<file path="config.mk">
export PLATFORM = sky130hd
export DESIGN_NAME = key_debounce_multi
export DESIGN_NICKNAME = d
export VERILOG_FILES = /design/src/rtl/key_timing_pkg.sv /design/src/rtl/key_debounce_ch.sv /design/src/rtl/key_debounce_multi.sv
export SDC_FILE = /design/constraint.sdc
export NUM_CORES = 1
export LEC_CHECK = 0
export CORE_ASPECT_RATIO = 2
export CORE_UTILIZATION = 63
export CTS_BUF_LIST = sky130_fd_sc_hd__clkbuf_16
export DETAILED_ROUTE_END_ITERATION = 10
export PLACE_DENSITY = 0.81
export SLEW_MARGIN = 5
export SYNTH_ARGS = -nofsm -noshare
export SYNTH_HDL_FRONTEND = slang
export SYNTH_SLANG_ARGS = --single-unit
</file>
<file path="constraint.sdc">
create_clock -name sys_clk -period 2.61 [get_ports sys_clk]
set_input_delay 0.6525 -clock sys_clk [delete_from_list [all_inputs] [get_ports sys_clk]]
set_output_delay 0.6525 -clock sys_clk [all_outputs]
set_load 0.05 [all_outputs]
</file>
<file path="src/rtl/key_timing_pkg.sv">
// Key timing constants shared by all key-handling blocks.
// Latency: n/a (constants and elaboration-time helpers only).
// Backpressure: n/a.
//
// CLK_FREQ_HZ    system clock frequency the defaults are derived from
// DEBOUNCE_20MS  debounce stable time in clocks, minus 1
// LONG_1S        long-press hold time in clocks, minus 1
package key_timing_pkg;

    localparam int unsigned CLK_FREQ_HZ = 50_000_000;

    function automatic int unsigned ms_to_cycles(input int unsigned ms);
        return (CLK_FREQ_HZ / 1000) * ms;
    endfunction

    // Width of an unsigned counter that must reach max_val; never below 1 bit.
    function automatic int key_cnt_width(input int unsigned max_val);
        return (max_val == 0) ? 1 : $clog2(max_val + 1);
    endfunction

    localparam int unsigned DEBOUNCE_20MS = ms_to_cycles(20) - 1;
    localparam int unsigned LONG_1S       = ms_to_cycles(1000) - 1;

endpackage

</file>
<file path="src/rtl/key_debounce_ch.sv">
// One key channel: 2-flop synchroniser, debounce counter, long-press counter.
// Latency: press/release pulse on the CNT_MAX+3th edge after a stable input change.
// Backpressure: none; pulses are single-cycle and cannot be stalled.
//
// Ports:
//   sys_clk, sys_rst_n  clock, asynchronous active-low reset
//   key_in              raw pin, asynchronous, 0 = pressed
//   key_state           debounced level, 1 = pressed
//   key_press           1-cycle pulse on debounced press
//   key_release         1-cycle pulse on debounced release
//   key_long            1-cycle pulse once per press after LONG_MAX+1 clocks held
module key_debounce_ch
    import key_timing_pkg::*;
#(
    parameter int unsigned CNT_MAX  = DEBOUNCE_20MS,
    parameter int unsigned LONG_MAX = LONG_1S
) (
    input  logic sys_clk,
    input  logic sys_rst_n,
    input  logic key_in,
    output logic key_state,
    output logic key_press,
    output logic key_release,
    output logic key_long
);

    localparam int CNT_W  = key_cnt_width(CNT_MAX);
    localparam int LONG_W = key_cnt_width(LONG_MAX);

    localparam logic [CNT_W-1:0]  CNT_TOP  = CNT_W'(CNT_MAX);
    localparam logic [LONG_W-1:0] LONG_TOP = LONG_W'(LONG_MAX);

    logic              key_s1;
    logic              key_s2;
    logic              stab;       // debounced level, 1 = pressed
    logic [CNT_W-1:0]  cnt;
    logic [LONG_W-1:0] lcnt;
    logic              long_done;  // long pulse already issued for this press

    logic lvl_pressed;
    logic change;
    logic cnt_done;
    logic rel_evt;

    assign lvl_pressed = ~key_s2;
    assign change      = (lvl_pressed != stab);
    assign cnt_done    = change && (cnt == CNT_TOP);
    // A release landing on the same edge as the long-press threshold suppresses key_long.
    assign rel_evt     = cnt_done && !lvl_pressed;

    assign key_state = stab;

    always_ff @(posedge sys_clk or negedge sys_rst_n) begin
        if (!sys_rst_n) begin
            key_s1      <= 1'b1;
            key_s2      <= 1'b1;
            stab        <= 1'b0;
            cnt         <= '0;
            lcnt        <= '0;
            long_done   <= 1'b0;
            key_press   <= 1'b0;
            key_release <= 1'b0;
            key_long    <= 1'b0;
        end else begin
            key_s1      <= key_in;
            key_s2      <= key_s1;
            key_press   <= 1'b0;
            key_release <= 1'b0;
            key_long    <= 1'b0;

            // Debounce: any return to the current stable level restarts timing.
            if (!change) begin
                cnt <= '0;
            end else if (cnt_done) begin
                cnt         <= '0;
                stab        <= lvl_pressed;
                key_press   <= lvl_pressed;
                key_release <= ~lvl_pressed;
            end else if (cnt < CNT_TOP) begin
                cnt <= cnt + CNT_W'(1);
            end

            // Long press: lcnt saturates at LONG_TOP; long_done guarantees a single pulse.
            if (!stab) begin
                lcnt      <= '0;
                long_done <= 1'b0;
            end else if (lcnt < LONG_TOP) begin
                lcnt <= lcnt + LONG_W'(1);
            end else if (!long_done && !rel_evt) begin
                key_long  <= 1'b1;
                long_done <= 1'b1;
            end
        end
    end

endmodule

</file>
<file path="src/rtl/key_debounce_multi.sv">
// Debounces KEY_NUM independent active-low keys; one key_debounce_ch per key.
// Latency: press/release pulse on the CNT_MAX+3th edge after a stable input change.
// Backpressure: none; all outputs are free-running pulses/levels.
//
// Ports:
//   sys_clk, sys_rst_n  clock, asynchronous active-low reset
//   key_in      [KEY_NUM]  raw pins, 0 = pressed
//   key_state   [KEY_NUM]  debounced level, 1 = pressed
//   key_press   [KEY_NUM]  1-cycle press pulses
//   key_release [KEY_NUM]  1-cycle release pulses
//   key_long    [KEY_NUM]  1-cycle long-press pulses
module key_debounce_multi
    import key_timing_pkg::*;
#(
    parameter int unsigned KEY_NUM  = 4,
    parameter int unsigned CNT_MAX  = DEBOUNCE_20MS,
    parameter int unsigned LONG_MAX = LONG_1S
) (
    input  logic               sys_clk,
    input  logic               sys_rst_n,
    input  logic [KEY_NUM-1:0] key_in,
    output logic [KEY_NUM-1:0] key_state,
    output logic [KEY_NUM-1:0] key_press,
    output logic [KEY_NUM-1:0] key_release,
    output logic [KEY_NUM-1:0] key_long
);

    for (genvar i = 0; i < KEY_NUM; i++) begin : g_ch
        key_debounce_ch #(
            .CNT_MAX  (CNT_MAX),
            .LONG_MAX (LONG_MAX)
        ) u_ch (
            .sys_clk     (sys_clk),
            .sys_rst_n   (sys_rst_n),
            .key_in      (key_in[i]),
            .key_state   (key_state[i]),
            .key_press   (key_press[i]),
            .key_release (key_release[i]),
            .key_long    (key_long[i])
        );
    end

endmodule

</file>
# After elaboration in Yosys (flattened, before gate mapping)
# Index checks and enable logic that the tools add are counted.
[word_totals]
out_inout_bits = 16
ff_bits = 212
inputBits = 6
wordCells = 168
[classes]
n_mux = 60
n_lt_le_gt_ge = 8
bitwise_logic = 4
add_sub_neg = 8
reduce_logical = 28
n_eq_ne = 24
[op_table]
columns = ["cell", "n"]
rows = [
  ["2-to-1 mux 20 bit", 12],
  ["2-to-1 mux 26 bit", 8],
  ["adder 26 x 1 -> 26 bit (second input constant)", 4],
  ["less-than comparator 26 bit (second input constant)", 4],
  ["adder 20 x 1 -> 20 bit (second input constant)", 4],
  ["equality test 20 bit (second input constant)", 4],
  ["less-than comparator 20 bit (second input constant)", 4],
  ["2-to-1 mux 1 bit", 40],
  ["!= test 2 bit (second input constant)", 12],
  ["AND reduction 2 bit", 8],
  ["logical AND 1 bit", 12],
  ["!= test 3 bit (second input constant)", 4],
  ["zero test 1 bit", 8],
  ["!= test 1 bit", 4],
  ["NOT 1 bit", 4],
]

# Longest topological paths before layout
[depth]
ltp_word = 9
ltp_mapped = 9
depth_no_buf = 7

# Hierarchy
# A second synthesis with hierarchy kept.
[unflattened]
cells_unflattened = 1248
hier_area_um2 = 11885.1
[by_module_without_submodules]
columns = ["module", "cells_per_inst", "area_each_um2", "n_inst"]
rows = [
  ["key_debounce_ch at g_ch[0].u_ch ...", 319, 3037.9, 3],
  ["key_debounce_ch at g_ch[3].u_ch", 291, 2771.4, 1],
]

# Worst setup path after synthesis
# OpenSTA, ideal clock, no wires.
[synth_timing]
path_type = "reg2reg"
startpoint = "register g_ch[3].u_ch.lcnt[12]"
endpoint = "register g_ch[3].u_ch.lcnt[17]"
arrival_ns = 2.160
period_less_slack_ns = 2.240
path_slack_ns = 0.370
required_ns = 2.531
path_stages_with_launch = 8
cell_sequence = "dfrtp_1 > and4_4 > or4_1 > and3_4 > buf_6 > a211oi_2 > and4_1 > mux2i_1"
[synth_via]
elab_chain_cells = 3
word_cells_on_any_way = 5
classes_between = "1 x add/sub; 1 x order compare; 1 x eq/ne; 2 x mux"
[synth_rtl]
columns = ["item", "line_no", "text"]
rows = [
  ["start, declared", "key_debounce_ch.sv:37", "logic [LONG_W-1:0] lcnt;"],
  ["start signal, assigned", "key_debounce_ch.sv:88", "lcnt <= lcnt + LONG_W'(1);"],
  ["adder 26 x 1 -> 26 bit", "key_debounce_ch.sv:88", ""],
  ["2-to-1 mux 26 bit", "key_debounce_ch.sv:87", "end else if (lcnt < LONG_TOP) begin"],
  ["2-to-1 mux 26 bit", "key_debounce_ch.sv:84", "if (!stab) begin"],
]
# Parallel ways exist; a longest one is shown, timed or not. The select of a mux whose other input is x is not followed.
# A chain may end at the register's enable or synchronous reset.

# Worst setup path in the final report
[layout_timing]
startpoint = "register g_ch[1].u_ch.cnt[12]"
endpoint = "register g_ch[1].u_ch.cnt[17]"
[layout_via]
elab_chain_cells = 4
word_cells_on_any_way = 8
classes_between = "1 x add/sub; 1 x order compare; 2 x eq/ne; 3 x mux; 1 x reduce/logical"
[layout_rtl]
columns = ["item", "line_no", "text"]
rows = [
  ["start, declared", "key_debounce_ch.sv:36", "logic [CNT_W-1:0] cnt;"],
  ["start signal, assigned", "key_debounce_ch.sv:80", "cnt <= cnt + CNT_W'(1);"],
  ["adder 20 x 1 -> 20 bit / equality test 20 bit (equally long branches)", "key_debounce_ch.sv:80, key_debounce_ch.sv:47", ""],
  ["2-to-1 mux 20 bit / logical AND 1 bit (equally long branches)", "key_debounce_ch.sv:79, key_debounce_ch.sv:47", ""],
  ["2-to-1 mux 20 bit", "key_debounce_ch.sv:74", "end else if (cnt_done) begin"],
  ["2-to-1 mux 20 bit", "key_debounce_ch.sv:72", "if (!change) begin"],
]
# Parallel ways exist; a longest one is shown, timed or not. The select of a mux whose other input is x is not followed.

==> metrics.md <==
| Metric | Value |
|---|---|
| Status | finished clean |
| Critical R2R Capture | g_ch[1].u_ch.cnt[17] |
| Post-synthesis sequential area ratio | 0.4855 |
| Post-layout nets | 1,173 |
| Critical Path RT | between 2 and 3 ns |
| Fin crit share | 0.9231 |
| CTS resizes | 0 |
| Worst Skew | roughly 0.016 ns |
| Max-Cap Viols | 0 |
| Static Leak | approximately 5 nW |
| Worst slew margin | 0.4934 |
| Gpl congestion | 0.8693 |
| EDFF count, synth | 0 |
| Netlist cell types | 65 |
| Overall power | ~0.0062 W |
| Total gr overflow | 0 |
| Setup crit end kind | flop |
| # rows | 67 |
| Buffers on Ports | 21 |
| Pins Over Slew Limit | 0 |
| Worst slew pin tran | 0.7549 ns |
| Pwr dens | about 500 nW/um^2 |
| Fmax | 415.1 MHz |
| Avg Vias per Cell | 6.054 |
| CTS root buf | clkbuf_16 |
| Flops & latches, synth | 212 |
| Buf+Inv Stages, Crit Path | 1 |
| Worst Path Arrival | 2.79 ns |
| Initial antenna violation count | 0 |
| Yosys warning count | 0 |
| Share of layout cells above drive strength 1 | 0.08881 |
| Worst r2r src | g_ch[1].u_ch.cnt[12] |
| H-tree depth | 1 |
| Area share of the largest cell type after synthesis | 0.4663 |
| Min Tclk post-route | between 2 and 2.5 ns |
| Max incr delay on CP | 0.55 ns |
| Crit. Startpoint | g_ch[1].u_ch.cnt[12] |
| Wire per inst | ~16 um |
| Clk pin slew, worst setup/hold paths | roughly 0.08 ns |
| Critical Path Most Common Cell | nor3_1 |
| Dominant cells by area after synthesis | dfrtp_1, xnor2_1, nor2_1 |
| Most frequent cells in the layout | dfrtp_1, nor2_1, nand2_1 |
| CTS Sinks | between 200 and 250 |
| Avg Cell Area, Syn | roughly 9.6 sq um |
| Hpwl dp | around 16,000 um |
| Die W | ~95 um |
| Die extent in y | between 150 and 200 um |
| Area leader, netlist | dfrtp_1 |
| Via count | 8,342 |
| First-pass GRT wire length | ~39,000 um |
| Post-Layout Cell Count | roughly 1,400 |
| Final Hold Viols | 0 |
| Ant diodes | 0 |
| WS Path Type | flop to flop |
| Critical path's slowest cell | or4_1 |
| Unrepaired setup endpoints after global routing | no |
| GR Util All Layers | 0.2634 |
| Startpoint types | flop |
| DRT Wirelength | 21,970 um |
| Setup violators final | 0 |
| First-pass DRT Iterations | 6 |
| Reg2reg setup slack | approximately 0.2 ns |
| 1st-iter DRT viols | approximately 320 |
| # hold bufs at CTS | 0 |
| Boundary pin count | 22 |
| CP endpoint | g_ch[1].u_ch.cnt[17] |
| Cell family with most CP delay | simple AND/OR/NAND/NOR gates |
| CTS tree | done |
| Final core occ | 0.7136 |
| P&R area growth vs syn | 9.828% |
| CTS max path bufs | 3 |
| Die footprint | 17,940 sq um |
| Critical-path cell list | or4_1 > nor3_1 > o2111ai_1 > buf_4 > nor3_1 > xnor2_1 > nor2_1 |
| Initial Utilization | 0.6497 |
| Mapped Area | about 11,000 sq um |
| Post-synth ARST share | 1.000 |
| Critical path fanouts, max | 6 |
| Ys flop type | dfrtp_1 |
| Vias in the first global route | between 8,000 and 9,000 |
| R2R cell count | 7 |
| Most common cell after layout, fill and taps aside | dfrtp_1 |
| Inst Count DP | 1,345 |
| Hold Path Class | input port to async pin |
| Maximum vdd drop | 0.5465 mV |
| Syn Nets | 1,153 |
| Setup_tns | 0 ns |
| Post-CTS Setup Inserts | 0 |
| Crit. path cell count | 7 |
| DRC | 0 |
| Core area | between 15,000 and 20,000 sq um |
| CTS Buf Count | 19 |
| Cells after Synth | roughly 1,100 |
| Post-route ant nets | 0 |
| Pin count of the biggest net entering global routing | 80 |
| Worst skew pair latency | about 0.49 ns |
-- layout make-up --
cell class	count	area, sq um
repair buffers	56	523.0
well taps	207	259.0
clock inverters	14	105.1
multi-input cells	847	5260
clock buffers	19	475.5
flip-flops and latches	212	5315
fillers	1216	4826
inverters	23	86.33
-- worst min path at each step --
stage                              startpoint                    to  slack [ns]  cells after the start
after detailed placement  g_ch[2].u_ch.key_s1   g_ch[2].u_ch.key_s2        0.35                      0
after global routing                sys_rst_n  g_ch[3].u_ch.lcnt[7]        0.18                      1
after floorplan           g_ch[0].u_ch.key_s1   g_ch[0].u_ch.key_s2        0.35                      0
after global placement    g_ch[2].u_ch.key_s1   g_ch[2].u_ch.key_s2        0.35                      0
final                               sys_rst_n  g_ch[3].u_ch.lcnt[8]        0.13                      1
after CTS                           sys_rst_n  g_ch[3].u_ch.lcnt[7]        0.16                      1
-- layer usage --
metal  GRT usage  wire length, um
met4      0.1096              686
met1      0.2786             8183
met5           0                0
met2      0.5014            12500
met3     0.03349              593
-- state kept, by name, summed over array words and instances (netlist names) --
name / cells
g_ch.u_ch.cnt: 80
g_ch.u_ch.key_s1: 4
g_ch.u_ch.key_press: 4
g_ch.u_ch.key_long: 4
g_ch.u_ch.key_state: 4
g_ch.u_ch.key_release: 4
g_ch.u_ch.long_done: 4
g_ch.u_ch.lcnt: 104
g_ch.u_ch.key_s2: 4
-- cells in the mapped netlist, types with 7 or more instances --
library cell  instances
dfrtp_1             204
nor2_1              144
nand2_1             110
xnor2_1              71
nand3_1              58
a21oi_1              44
xor2_1               43
nand4_1              39
mux2i_1              32
clkbuf_1             31
nand2b_1             28
and3_1               27
nor3_1               27
inv_1                23
and2_1               22
o21ai_0              20
and4_1               17
or3_1                17
buf_4                16
o21a_1               13
a211oi_1             11
o31ai_1              11
or4_1                10
dfstp_2               8
ha_1                  8
nor4_1                8
o211ai_1              7
-- kinds of logic after synthesis --
group | share of synthesized area
AOI/OAI and AO/OA | 0.1026
muxes | 0.02926
and+or+nand+nor | 0.2473
DFF | 0.4855
adders and majority gates | 0.009143
buffers and inverters | 0.03497
xor gates and xnor gates | 0.09120
-- metrics by stage --
| stage | worst slack, ns | instance area [sq um] | hold slack [ns] |
|---|---|---|---|
| after floorplan | 0.3703 | 10950 | 0.3452 |
| after global placement | 0.3155 | 11440 | 0.3454 |
| after detailed placement | 0.2304 | 11440 | 0.3491 |
| after CTS | 0.2143 | 12020 | 0.1581 |
| after global routing | 0.03933 | 12020 | 0.1812 |
| final | 0.2008 | 12020 | 0.1252 |
-- worst register-to-register path, cell delays in order, from the launching register on --
cell,delay (ns)
dfrtp_1,0.41
or4_1,0.56
nor3_1,0.30
o2111ai_1,0.33
buf_4,0.27
nor3_1,0.23
xnor2_1,0.15
nor2_1,0.06
-- power by group --
part / internal, W / switching, W
Clock: 0.00144 / 0.00123
Sequential: 0.00331 / 0.0000212
Combinational: 0.0000487 / 0.000111
Total: 0.00480 / 0.00136
Power figures use the tool's default switching activity.
